File: src/rtl/serial_arith_pkg.sv
// Shared types and pin map for the bit-serial add/subtract engine.
package serial_arith_pkg;

   typedef enum logic [0:0] {
      IDLE = 1'b0,
      RUN  = 1'b1
   } state_t;

   localparam logic MODE_SUB = 1'b0;
   localparam logic MODE_ADD = 1'b1;

   localparam int UI_A     = 0;
   localparam int UI_B     = 1;
   localparam int UI_VALID = 2;
   localparam int UI_SOF   = 3;
   localparam int UI_MODE  = 4;

   localparam int UO_RES   = 0;
   localparam int UO_CB    = 1;
   localparam int UO_VALID = 2;
   localparam int UO_DONE  = 3;
   localparam int UO_OVF   = 4;
   localparam int UO_BUSY  = 5;

endpackage

File: src/rtl/serial_bit_alu.sv
// One-bit add/subtract cell; cin/cout carry the carry for add and the borrow for subtract.
module serial_bit_alu
   import serial_arith_pkg::*;
(
   input  logic a,
   input  logic b,
   input  logic cin,
   input  logic mode,
   output logic r,
   output logic cout
);

   // sum/difference share the same xor; only the carry-out term differs
   always_comb begin
      r = a ^ b ^ cin;
      if (mode == MODE_ADD) begin
         cout = (a & b) | (cin & (a ^ b));
      end else begin
         cout = (~a & b) | (~(a ^ b) & cin);
      end
   end

endmodule

File: src/rtl/tt_um_serial_addsub.sv
// Bit-serial add/subtract engine: LSB-first operand bits in, registered result bits
// out one cycle later, plus the assembled word, final carry/borrow and signed overflow.
module tt_um_serial_addsub
   import serial_arith_pkg::*;
#(
   parameter int WIDTH = 8
) (
   input  logic       clk,
   input  logic       rst_n,
   input  logic       ena,
   input  logic [7:0] ui_in,
   output logic [7:0] uo_out,
   input  logic [7:0] uio_in,
   output logic [7:0] uio_out,
   output logic [7:0] uio_oe
);

   localparam int CNT_W = (WIDTH > 1) ? $clog2(WIDTH) : 1;

   state_t             state_r;
   logic               mode_r;
   logic [CNT_W-1:0]   bit_cnt_r;
   logic [WIDTH-1:0]   shift_r;
   logic [WIDTH-1:0]   word_r;
   logic               res_bit_r;
   logic               cb_r;
   logic               res_valid_r;
   logic               word_done_r;
   logic               ovf_r;

   logic               a_s;
   logic               b_s;
   logic               take_s;
   logic               cur_mode_s;
   logic               cin_s;
   logic [CNT_W-1:0]   idx_s;
   logic               last_s;
   logic               alu_r_s;
   logic               alu_cout_s;
   logic               ovf_next_s;
   logic [WIDTH-1:0]   shift_next_s;
   logic [7:0]         uio_word_s;
   logic               unused_s;

   assign a_s      = ui_in[UI_A];
   assign b_s      = ui_in[UI_B];
   assign unused_s = ^{ui_in[7:5], uio_in};

   serial_bit_alu u_alu (
      .a    (a_s),
      .b    (b_s),
      .cin  (cin_s),
      .mode (cur_mode_s),
      .r    (alu_r_s),
      .cout (alu_cout_s)
   );

   // A sof bit always starts a fresh word (also aborting one in flight); other bits only count in RUN
   always_comb begin
      take_s = ena & ui_in[UI_VALID] & (ui_in[UI_SOF] | (state_r == RUN));
      if (ui_in[UI_SOF]) begin
         cur_mode_s = ui_in[UI_MODE];
         cin_s      = 1'b0;
         idx_s      = {CNT_W{1'b0}};
      end else begin
         cur_mode_s = mode_r;
         cin_s      = cb_r;
         idx_s      = bit_cnt_r;
      end
      last_s       = (idx_s == CNT_W'(WIDTH - 1));
      shift_next_s = {alu_r_s, shift_r[WIDTH-1:1]};
      if (cur_mode_s == MODE_ADD) begin
         ovf_next_s = (a_s == b_s) && (alu_r_s != a_s);
      end else begin
         ovf_next_s = (a_s != b_s) && (alu_r_s != a_s);
      end
   end

   // Zero-extend the completed word onto the bidirectional pins
   always_comb begin
      uio_word_s              = 8'h00;
      uio_word_s[WIDTH-1:0]   = word_r;
   end

   // FSM, bit counter, shift register and all registered outputs
   always_ff @(posedge clk or negedge rst_n) begin
      if (!rst_n) begin
         state_r     <= IDLE;
         mode_r      <= MODE_SUB;
         bit_cnt_r   <= {CNT_W{1'b0}};
         shift_r     <= {WIDTH{1'b0}};
         word_r      <= {WIDTH{1'b0}};
         res_bit_r   <= 1'b0;
         cb_r        <= 1'b0;
         res_valid_r <= 1'b0;
         word_done_r <= 1'b0;
         ovf_r       <= 1'b0;
      end else begin
         res_valid_r <= 1'b0;
         word_done_r <= 1'b0;
         if (take_s) begin
            res_bit_r   <= alu_r_s;
            cb_r        <= alu_cout_s;
            res_valid_r <= 1'b1;
            mode_r      <= cur_mode_s;
            shift_r     <= shift_next_s;
            case (last_s)
               1'b1: begin
                  word_r      <= shift_next_s;
                  ovf_r       <= ovf_next_s;
                  word_done_r <= 1'b1;
                  bit_cnt_r   <= {CNT_W{1'b0}};
                  state_r     <= IDLE;
               end
               default: begin
                  bit_cnt_r   <= idx_s + CNT_W'(1);
                  state_r     <= RUN;
               end
            endcase
         end
      end
   end

   assign uo_out  = {2'b00, (state_r == RUN), ovf_r, word_done_r, res_valid_r, cb_r, res_bit_r};
   assign uio_out = uio_word_s;
   assign uio_oe  = 8'hFF;

endmodule

File: config.mk
export PLATFORM = sky130hd
export DESIGN_NAME = tt_um_serial_addsub
export DESIGN_NICKNAME = d
export VERILOG_FILES = /design/src/rtl/serial_arith_pkg.sv /design/src/rtl/serial_bit_alu.sv /design/src/rtl/tt_um_serial_addsub.sv
export SDC_FILE = /design/constraint.sdc
export NUM_CORES = 1
export LEC_CHECK = 0
export ABC_AREA = 1
export BUFFER_PORTS_ARGS = -buffer_cell sky130_fd_sc_hd__clkbuf_2
export CAP_MARGIN = 15
export CORE_MARGIN = 3
export CORE_UTILIZATION = 53
export CTS_CLUSTER_DIAMETER = 200
export DETAILED_ROUTE_END_ITERATION = 8
export PLACE_DENSITY = 0.84
export SETUP_SLACK_MARGIN = 0.02
export SLEW_MARGIN = 20
export SYNTH_ARGS = -nofsm -noshare
export SYNTH_HDL_FRONTEND = slang
export SYNTH_SLANG_ARGS = --single-unit
File: constraint.sdc
create_clock -name clk -period 2.4 [get_ports clk]
set_input_delay 0.24 -clock clk [delete_from_list [all_inputs] [get_ports clk]]
set_output_delay 0.24 -clock clk [all_outputs]
set_load 0.02 [all_outputs]
== Word level (Yosys, flattened, before mapping) ==
Index checks and enable logic that the tools add are counted.
W data, S select, Z words.
Operators by class
  $add $sub $neg: 1
  multipliers: 0
  divide/modulo/power cells: 0
  $lt $le $gt $ge: 0
  eq/ne operators: 4
  shifts and indexed selects: 0
  muxes and demuxes: 10
  bitwise logic cells: 13
  reduce and logical (&&, ||, !) cells: 3
Operators with widths (number)
  $mux W1: 8
  $and A1 B1 Y1: 6
  $mux W3: 2
  $add A3 B1 Y3 const B: 1
  $eq A3 B3 Y1 const B: 1
  $or A1 B1 Y1: 3
  $logic_and A1 B1 Y1: 2
  $ne A1 B1 Y1: 2
  $not A1 Y1: 2
  $reduce_and A2 Y1: 1
  $xor A1 B1 Y1: 2
  $eq A1 B1 Y1: 1
Word-level totals
  register bits after elaboration: 26
  bits in latches: 0
  memory bits (writable): 0
  ROM bits: 0
  output and inout bits: 24
  memories kept: 0

== Depth between registers and ports, before layout ==
Gate-level depths: netlist (run 1).
  depth in word-level cells: 5
  mapped depth: 8
  depth with buffers taken out: 8

== Hierarchy ==
A second synthesis (run 1) with hierarchy kept.
Unflattened totals
  cell total of the unflattened synthesis: 139
  area total of the unflattened synthesis: 1276.2 µm²
Modules (own cells, without submodules)
  tt_um_serial_addsub: instances 1, cells each 133, area each 1219.9 µm², seq. area each 600.6 µm²
  serial_bit_alu: instances 1, cells each 6, area each 56.3 µm², seq. area each 0.0 µm²

== Least setup slack after synthesis (run 1) ==
No wires, ideal clock.
  path type: reg2reg
  start point: reg cb_r
  end point: reg ovf_r
  arrival: 1.381 ns
  data required time: 2.335 ns
  path slack: 0.955 ns
  stages on the path, launching flop included: 8
  buffers on the path: 0
  clock period less this slack: 1.445 ns
  cell sequence: dfrtp_1 -> inv_1 -> nor2_1 -> fa_1 -> xor2_1 -> nor2_1 -> nand2_1 -> nand2_1
On the way
  word-level cells in the longest chain between the ends: 5
  elaborated cells between the ends (all ways): 6
Ends and longest elaborated chain
  from (decl): line tt_um_serial_addsub.sv:26  | logic cb_r;
  from (signal assigned): line tt_um_serial_addsub.sv:103  | cb_r <= alu_cout_s;
  $mux W1 *: line tt_um_serial_addsub.sv:61  | if (ui_in[UI_SOF]) begin
  $xor A1 B1 Y1 *: line serial_bit_alu.sv:15  | r = a ^ b ^ cin;
  $ne A1 B1 Y1 *: line tt_um_serial_addsub.sv:73, tt_um_serial_addsub.sv:75
  $logic_and A1 B1 Y1 (on tied branches): line tt_um_serial_addsub.sv:75, tt_um_serial_addsub.sv:73
  $mux W1 *: line tt_um_serial_addsub.sv:72  | if (cur_mode_s == MODE_ADD) begin
  to (signal assigned): line tt_um_serial_addsub.sv:110  | ovf_r <= ovf_next_s;
  to (decl): line tt_um_serial_addsub.sv:29  | logic ovf_r;
Every way passes the cells marked *; elsewhere a longest branch is shown, timed or not.
A chain may end at the register's enable or synchronous reset.

== Worst setup path in the final report (run 1) ==
Ends and elaborated chain as after synthesis.

==> run metrics, run 1 <==
Tot Pwr 929 uW; Worst path slowest cell fa_1; I/O Buffers 21; CP Cell Sequence inv_1, nor2_1, fa_1, xor2_1, nor2_1, nand2_1, nand2_1; status complete, no violations; Die Ht 54.7 um; fin crit share 0.655; setup TNS 0 ns; Fin. Hold Viols 0; FFs w/ async S/R, synth 1.00; CP bufs+invs 1; worst stage delay on the critical path 0.52 ns; die area 0.00299 mm2; cell taking the most area after synthesis dfrtp_1; crit path launch type flip-flop; Final Non-Filler Cells 175; number of synthesized flops with an enable pin 0; vias 812; diode count 0; crit end category flip-flop; RSZ-0062 raised after global routing false; global-route wire length before repair 3310 um; initial antenna violation count 0; Post-CTS Setup Bufs 0; syn avg cell area 9.52 um2; Final setup viols 0; drt initial violations 10; CTS Root Cell clkbuf_4; largest net degree at the start of global routing 25; Site Rows 17; Leak 0.000751 uW; Largest delay share family, worst path adder cells; fmax 0.637 GHz; min cycle time layout 1.57 ns; I/O pins 43; Clock Skew 0.00881 ns; share of the synthesized area in the top cell type 0.478; CTS sink count 24; ANT nets after route 0; drt first pass iters 4; Worst Path Arrival 1.83 ns; Crit Path Max Fanout 3; commonest cells in the netlist nand2_1 (43), dfrtp_1 (24), buf_4 (16), o21ai_2 (11), inv_1 (10); Top FF cell, synth dfrtp_1; R2R Setup Slk 0.83 ns; synth unique cells 20; CTS tree built; number of global-route vias before repair 738; Post-Syn Area 0.00126 mm2; Num CTS Buffers 3; slew at the pin closest to its max-slew limit 0.586 ns; final worst slack 0.829 ns; gpl congestion 0.706; area grow syn2layout 5.98%; sequential area share after synthesis 0.478; Yosys Warn Count 0; share of post-route cells with drive strength above 1 0.293; Core Area 0.00223 mm2; total gr overflow 0; DR vias/cell 4.64; dpl cells 170; CP Data Required Time 2.66 ns; pwr/cell area 698 mW/mm2; Max-Cap Viols 0; Longest Clk Path Bufs 2; fin nets 172; routed len/inst 11.5 um; Syn Inst Count 132; Peak supply drop 369 uV; area post-placement 0.00127 mm2; Slew Viols, Final 0; synthesized flop and latch total 24; slew margin rel. 0.609; final WL 2010 um; H-tree level count 1; Final HPWL DP 1480 um; Clk pin slew, worst setup/hold paths 0.13 ns; DRC violations left 0; Initial Utilization 0.562; pre-CTS WS 0.818 ns; Design Area, Final 0.00133 mm2; Tightest Hold Check Type in -> reg; Setup CP Type reg -> reg; synth top area cells dfrtp_1 (48%), nand2_1 (13%), buf_4 (9.6%), o21ai_2 (7.7%), fa_1 (3.2%); GRT Util Overall 0.158; clock insertion delay at the later pin of the skew report 0.31 ns; most common cell in the netlist nand2_1; Chip Width 54.7 um
## cells in the final DEF, fill, tap and decap left out, types with 3 or more instances in the layout
cell,Yosys,layout
inv_1,10,10
o21ai_0,3,3
clkbuf_4,0,3
nand2_1,43,43
conb_1,2,10
dfrtp_1,24,24
ha_1,3,3
o21ai_2,11,11
nor2_1,5,5
clkbuf_2,0,21
## per-layer routing
layer / track usage / wire, um
met5: 0 / 0
met4: 0.0622 / 8
met3: 0.0381 / 108
met2: 0.268 / 1060
met1: 0.189 / 830
## power breakdown
| group | switching [uW] | internal, uW | leakage (uW) | total, uW |
|---|---|---|---|---|
| sequential | 25.0 | 449 | 0.000315 | 474 |
| combinational | 116 | 55.6 | 0.000408 | 171 |
| clock | 115 | 169 | 0.0000279 | 284 |
## final timing paths
kind / to / cells past startpoint / startpoint
setup / recovery: ovf_r$_DFFE_PN0P_ / 7 / cb_r$_DFFE_PN0P_
hold reg to reg: uio_out[0]$_DFFE_PN0P_ / 2 / shift_r[1]$_DFFE_PN0P_
setup reg to reg: ovf_r$_DFFE_PN0P_ / 7 / cb_r$_DFFE_PN0P_
hold / removal: cb_r$_DFFE_PN0P_ / 6 / ui_in[4]
max in group asynchronous: shift_r[2]$_DFFE_PN0P_ / 2 / rst_n
min in group asynchronous: uio_out[2]$_DFFE_PN0P_ / 2 / rst_n
## area by class of cell
cell class / instances / area, um2
Inverter: 13 / 51.3
Multi-Input combinational cell: 84 / 477
Fill cell: 229 / 902
Timing Repair Buffer: 22 / 115
Sequential cell: 24 / 601
Clock inverter: 1 / 30.0
Clock buffer: 3 / 22.5
Tap cell: 28 / 35.0
## worst min-delay path: stages
cell and delay (ns):
clkbuf_2 0.07, nand2_1 0.07, nand3_1 0.08, nand2_1 0.05, nand2_1 0.05, nand2_1 0.04
## state kept, by name (all words and copies together) (netlist names)
register,cells
word_done_r,1
state_r,1
ovf_r,1
res_valid_r,1
cb_r,1
shift_r,7
mode_r,1
bit_cnt_r,3
uio_out,8
## timing repair
| item | 4_1_cts | 5_1_grt |
|---|---|---|
| endpoints found under the hold margin | 24 | 0 |
| hold buffers | 1 | 0 |
| resized for setup | 0 | 0 |
## cells by family (layout without fill, tap and decap cells)
group                    count (synthesis)  after routing  share of synthesized area
buffers and inverters                   32             39                      0.166
other                                    2             10                    0.00598
flip-flops                              24             24                      0.478
AND/OR/NAND/NOR                         53             53                      0.185
AO/OA/AOI/OAI                           15             15                     0.0956
XOR/XNOR                                 1              1                    0.00697
adder cells (fa/ha/maj)                  5              5                     0.0618
## stage by stage
stage	util	hold WS, ns
6_report	0.596	0.319
5_1_grt	0.596	0.342
4_1_cts	0.596	0.303
3_5_place_dp	0.568	0.275
3_3_place_gp	0.568	0.254
2_1_floorplan	-	-0.0556
Note: power is estimated with default switching activity, not from simulation.
==> run 2: changes to the inputs <==
ABC_AREA = 0   (was 1)
CORE_ASPECT_RATIO = 2   (was unset)
CORE_UTILIZATION = 44   (was 53)
PLACE_DENSITY = 0.75   (was 0.84)
clock period = 1.3 ns   (was 2.4 ns; I/O delays follow)
==> run 2 against run 1 <==
The run now ends with setup timing left. Clock skew is 0.0070 ns lower. Critical endpoint is now uio_out[2]$_DFFE_PN0P_. Global-route usage is 2.0 points lower. Combinational power grew to 3.0 times the previous value. Via count is 6.5% lower. Cell area is 19% higher. Count of clock-buffer cells in the layout stayed put. Routed wire length is 16% higher. Largest cell class unchanged. Critical path depth is 2 lower.
==> run metrics, run 2 <==
status finished with violations; failing checks setup timing; storage element area 602 um2 (+0.21%); HP Start ui_in[4]; wl on met1 832 um (+0.24%); Worst Hold Depth 3 (-3); Syn Inst Count 90 (-32%); Initial Utilization 0.466 (-0.0961); CP Data Required Time 1.46 ns (-1.20 ns); fmax 0.660 GHz (+3.7%); synthesized flop and latch total 24 (unchanged); Longest Clk Path Bufs 2 (unchanged); Fin. Hold Viols 0 (unchanged); synth top area cells dfrtp_1 (49%), buf_4 (9.9%), mux2_2 (9.3%), mux2_4 (6.2%), fa_1 (3.3%); CTS Root Cell clkbuf_8; final worst slack -0.216 ns (-1.04 ns); global-route wire length before repair 3480 um (+5.2%); Leak 0.000838 uW (+12%); hold_ws 0.224 ns (-0.0958 ns); R2R Setup Slk -0.22 ns (-1.04 ns); most common cell in the netlist dfrtp_1; Max-Cap Viols 0 (unchanged); commonest cells in the netlist dfrtp_1 (24), buf_4 (16), mux2_2 (10), nand2_1 (6); drt first pass iters 3 (-1); fin crit share 1.17 (+0.511); routed len/inst 15.5 um (+35%); initial antenna violation count 0 (unchanged); Highest Signal Layer met4; Chip Width 43.1 um (-21%); crit path launch type flip-flop; Top FF cell, synth dfrtp_1; gpl congestion 0.733 (+3.8%); I/O Buffers 21 (unchanged); number of global-route vias before repair 802 (+8.7%); Worst Hold Endpoint mode_r$_DFFE_PN0P_; most frequent cells in the layout dfrtp_1 (23), clkbuf_2 (20), mux2_4 (14); max FFs per register 8 (unchanged); RSZ-0062 raised after global routing true; die area 0.00346 mm2 (+16%); DR vias/cell 5.06 (+9.1%); I/O pins 43 (unchanged); min cycle time layout 1.52 ns (-0.0553 ns); Clock Skew 0.00183 ns (-0.00698 ns); Core Area 0.00260 mm2 (+17%); share of post-route cells with drive strength above 1 0.557 (+0.265); Crit Path Max Fanout 5 (+2); DRC violations left 0 (unchanged); cell taking the most area after synthesis dfrtp_1; syn avg cell area 13.5 um2 (+42%); Final HPWL DP 1540 um (+3.7%); FFs w/ async S/R, synth 1.00 (unchanged); H-tree level count 1 (unchanged); area grow syn2layout 30.1%; Site Rows 26 (+9); number of synthesized flops with an enable pin 0 (unchanged); drt initial violations 14 (+4); Clk pin slew, worst setup/hold paths 0.08 ns (-0.05 ns); r2r startpoint bit_cnt_r[0]$_DFFE_PN0P_; Tightest Hold Check Type in -> reg; pwr/cell area 1360 mW/mm2 (+94%); Setup CP Type reg -> reg; area occupied by multi-input gates 581 um2 (+22%); Tot Pwr 2140 uW (+130%); sequential area share after synthesis 0.495 (+0.0168); Peak supply drop 990 uV (+170%); commonest non-fill, non-tap cell in the layout dfrtp_1; capturing point of the worst reg2reg path uio_out[2]$_DFFE_PN0P_; Final setup viols 20 (+20); largest net degree at the start of global routing 25 (unchanged); CTS sink count 24 (unchanged); CTS tree built; total gr overflow 0 (unchanged); met2 WL 1300 um (+23%); Die Ht 80.3 um (+47%); Slew Viols, Final 0 (unchanged); synth unique cells 20 (unchanged); ANT nets after route 0 (unchanged); crit end category flip-flop; share of the synthesized area in the top cell type 0.495 (+0.0168); clock insertion delay at the later pin of the skew report 0.27 ns (-0.04 ns); slew at the pin closest to its max-slew limit 0.592 ns (+0.00531 ns); Yosys Warn Count 0 (unchanged); Post-Syn Area 0.00121 mm2 (-3.4%); fin nets 147 (-15%); Num CTS Buffers 3 (unchanged); vias 759 (-6.5%); final WL 2320 um (+16%); FF-to-FF path depth 5 (-2); diode count 0 (unchanged); WL met3 130 um (+20%); GRT Util Overall 0.138 (-0.0199); slew margin rel. 0.606 (-0.00354); Worst Path Arrival 1.68 ns (-0.15 ns); Fill cells 201 (-12%)
[run 2: repair_timing]
item	4_1_cts	5_1_grt
setup buffers	0	3
endpoints found under the hold margin	24	0
pin swaps	1	2
resized for setup	8	14
setup endpoints to repair	21	24
gates cloned	1	1
hold buffers	1	0
[run 2: cells by family after synthesis]
family,synth area share
DFF,0.495
buffers and inverters,0.127
muxes,0.174
and+or+nand+nor,0.0474
AOI/OAI and AO/OA,0.0722
adders and majority gates,0.0639
other,0.00619
xor gates and xnor gates,0.0144
[run 2: per-layer routing]
metal  vias up  GRT usage
li1        341          -
met1       385      0.125
met2        28      0.263
met3         5     0.0269
met4         0     0.0816
met5         -          0
[run 2: layout make-up]
class                           instances  share of cell area
Tap cell                               28              0.0222
Sequential cell                        24               0.381
Inverter                                3             0.00713
Clock inverter                          1              0.0190
Clock buffer                            3              0.0261
Timing Repair Buffer                   37               0.177
Multi-Input combinational cell         54               0.368
[run 2: worst max-delay path: stages, from the launching register on]
cell	delay (ns)
dfrtp_1	0.38
and2b_2	0.22
ha_4	0.16
ha_4	0.17
o2111ai_4	0.13
mux2_4	0.34
[run 2: how the worst max path moves through the flow]
stage                              from                endpoint  slack, ns
2_1_floorplan  bit_cnt_r[0]$_DFFE_PN0P_  uio_out[0]$_DFFE_PN0P_      -0.23
3_3_place_gp   bit_cnt_r[0]$_DFFE_PN0P_  uio_out[2]$_DFFE_PN0P_      -0.21
3_5_place_dp   bit_cnt_r[0]$_DFFE_PN0P_  uio_out[2]$_DFFE_PN0P_      -0.27
4_1_cts        bit_cnt_r[0]$_DFFE_PN0P_  uio_out[2]$_DFFE_PN0P_      -0.21
5_1_grt        bit_cnt_r[1]$_DFFE_PN0P_  uio_out[2]$_DFFE_PN0P_      -0.24
6_report       bit_cnt_r[0]$_DFFE_PN0P_  uio_out[2]$_DFFE_PN0P_      -0.22
[run 2: report_power, final]
| group | switching, uW | internal [uW] |
|---|---|---|
| clock | 248 | 412 |
| combinational | 217 | 288 |
| sequential | 98.3 | 879 |
| total | 563 | 1580 |
[run 2: metrics by stage]
stage | TNS [ns] | area [um2] | setup WS (ns) | cells | util
finish | -2.03 | 1580 | -0.216 | 150 | 0.607
global route | -2.80 | 1580 | -0.245 | 150 | 0.607
CTS | -2.34 | 1480 | -0.215 | 146 | 0.568
detailed placement | -2.51 | 1360 | -0.272 | 140 | 0.523
global placement | -1.84 | 1360 | -0.208 | 140 | 0.523
floorplan | -1.46 | 1270 | -0.231 | 98 | -
==> run 3: changes to the inputs <==
==> constraint.sdc (replaced) <==
create_clock -name clk -period 1.3 [get_ports clk]
set_input_delay 0.065 -clock clk [delete_from_list [all_inputs] [get_ports clk]]
set_output_delay 0.065 -clock clk [all_outputs]
set_load 0.02 [all_outputs]
==> run 3 against run 2 <==
The flow still finishes with violations (setup timing). Maximum frequency shrank 0.54%. Count of clock-buffer cells in the layout is the same. Largest power group unchanged. Clock skew grew 0.0016 ns. Power shrank 2.4%. Via count shrank 8.3%. Die area is the same. Critical endpoint is now ovf_r$_DFFE_PN0P_. Sequential share of layout area grew 1.4 points. Sequential cell count is the same. Hold slack lost 0.059 ns.
==> run metrics, run 3 (synthesis gave the netlist of run 2 again) <==
Leak 0.000816 uW (-2.6%); die area 0.00346 mm2 (unchanged); total gr overflow 0 (unchanged); gpl congestion 0.739 (+0.74%); Worst Hold Endpoint mode_r$_DFFE_PN0P_; HP Start ui_in[4]; Fill cells 231 (+15%); Core Area 0.00260 mm2 (unchanged); most frequent cells in the layout dfrtp_1 (23), clkbuf_2 (21), mux2_4 (13); area grow syn2layout 25.4%; slew at the pin closest to its max-slew limit 0.584 ns (-0.00784 ns); Core Util, Final 0.585 (-0.0221); GRT Util Overall 0.128 (-0.00963); CP Data Required Time 1.48 ns (+0.02 ns); Num CTS Buffers 3 (unchanged); Chip Width 43.1 um (unchanged); CP Cell Sequence and2b_2, fa_1, xor2_1, o31ai_2; fmax 0.656 GHz (-0.54%); r2r startpoint cb_r$_DFFE_PN0P_; Clk pin slew, worst setup/hold paths 0.08 ns (about the same); Slew Viols, Final 0 (unchanged); commonest non-fill, non-tap cell in the layout dfrtp_1; CTS sink count 24 (unchanged); share of post-route cells with drive strength above 1 0.575 (+0.0176); I/O pins 43 (unchanged); final worst slack -0.224 ns (-0.00816 ns); Crit Path Max Fanout 2 (-3); capturing point of the worst reg2reg path ovf_r$_DFFE_PN0P_; worst stage delay on the critical path 0.46 ns (+0.08 ns); clock insertion delay at the later pin of the skew report 0.26 ns (about the same); dpl cells 138 (-1.4%); Max-Cap Viols 0 (unchanged); global-route wire length before repair 3340 um (-4.2%); status finished with violations; slew margin rel. 0.611 (+0.00523); failing checks setup timing; routed len/inst 13.1 um (-15%); Initial Utilization 0.466 (unchanged); Longest Clk Path Bufs 2 (unchanged); Worst Path Arrival 1.71 ns (+0.03 ns); Peak supply drop 1360 uV (+37%); Clock Skew 0.00347 ns (+0.00164 ns); Clock power frac 0.308 (about the same); initial antenna violation count 0 (unchanged); power share of the combinational group 0.227 (-0.009); H-tree level count 1 (unchanged); fin crit share 1.17 (+0.00628); Setup CP Type reg -> reg; Sw Pwr 529 uW (-6.0%); Final HPWL DP 1390 um (-9.5%); FF-to-FF path depth 4 (-1); largest net degree at the start of global routing 25 (unchanged); CTS Root Cell clkbuf_8; WL met3 119 um (-8.5%); CTS tree built; Worst Hold Depth 3 (unchanged); RSZ-0062 raised after global routing true; drt initial violations 3 (-11); drt first pass iters 2 (-1); Tot Pwr 2090 uW (-2.4%); I/O Buffers 21 (unchanged); Die Ht 80.3 um (unchanged); pwr/cell area 1370 mW/mm2 (+1.3%); max FFs per register 8 (unchanged); ANT nets after route 0 (unchanged); Site Rows 26 (unchanged); wl on met1 787 um (-5.4%); fin nets 145 (-1.4%); P_int 1560 uW (-1.0%); Highest Signal Layer met4; met2 WL 979 um (-25%); diode count 0 (unchanged); vias 696 (-8.3%); crit path launch type flip-flop; crit end category flip-flop; min cycle time layout 1.52 ns (+0.00816 ns); sequential share of power 0.466 (+0.010); R2R Setup Slk -0.22 ns (about the same); Fin. Hold Viols 0 (unchanged); Final setup viols 14 (-30%); Worst path slowest cell fa_1; setup TNS -2.36 ns (-0.325 ns); number of global-route vias before repair 735 (-8.4%); CP bufs+invs 0 (unchanged); Tightest Hold Check Type in -> reg; Largest delay share family, worst path adder cells; DR vias/cell 4.70 (-7.1%); final WL 1940 um (-17%); Sw Share 0.253 (-0.00993); Final Non-Filler Cells 148 (-1.3%); DRC violations left 0 (unchanged)
-- run 3: layer usage --
layer / global-route usage / vias up
met3: 0.0247 / 5
met5: 0 / -
met4: 0.0725 / 0
met2: 0.206 / 26
met1: 0.155 / 335
li1: - / 330
-- run 3: worst max-delay path by stage --
stage,startpoint,cells after the start,end
global route,cb_r$_DFFE_PN0P_,4,ovf_r$_DFFE_PN0P_
floorplan,bit_cnt_r[0]$_DFFE_PN0P_,6,uio_out[0]$_DFFE_PN0P_
global placement,bit_cnt_r[0]$_DFFE_PN0P_,5,uio_out[2]$_DFFE_PN0P_
finish,cb_r$_DFFE_PN0P_,4,ovf_r$_DFFE_PN0P_
detailed placement,bit_cnt_r[0]$_DFFE_PN0P_,5,uio_out[1]$_DFFE_PN0P_
CTS,cb_r$_DFFE_PN0P_,4,ovf_r$_DFFE_PN0P_
-- run 3: worst reg2reg max path, stage by stage (launching register included) --
cell and delay (ns):
dfrtp_1 0.38, and2b_2 0.20, fa_1 0.46, xor2_1 0.17, o31ai_2 0.23
-- run 3: layout make-up --
cell class	count	area (um2)	area share
Sequential cell	24	602	0.396
Multi-Input combinational cell	53	558	0.367
Timing Repair Buffer	36	244	0.160
Clock buffer	3	41.3	0.0271
Tap cell	28	35.0	0.0230
Clock inverter	1	30.0	0.0197
Inverter	3	11.3	0.00740
-- run 3: power by group through the flow --
stage          clock network (uW)  registers (uW)  logic [uW]
3_3_place_gp                    0             968         370
2_1_floorplan                   0             958         305
5_1_grt                       695             995         517
6_report                      643             974         474
3_5_place_dp                    0             980         390
4_1_cts                       660             966         424
-- run 3: metrics by stage --
stage	worst slack (ns)	hold slack (ns)	cell area [um2]
after floorplan	-0.231	-0.231	1270
after global placement	-0.201	0.0786	1350
after detailed placement	-0.239	0.0972	1350
after CTS	-0.238	0.168	1490
after global routing	-0.291	0.185	1520
final	-0.224	0.164	1520
-- run 3: what timing repair did --
item,CTS,global route
resized for setup,12,7
pin swaps,4,3
hold endpoints to repair,24,0
setup buffers,4,1
endpoints found under the setup margin,21,21
hold buffers,1,0
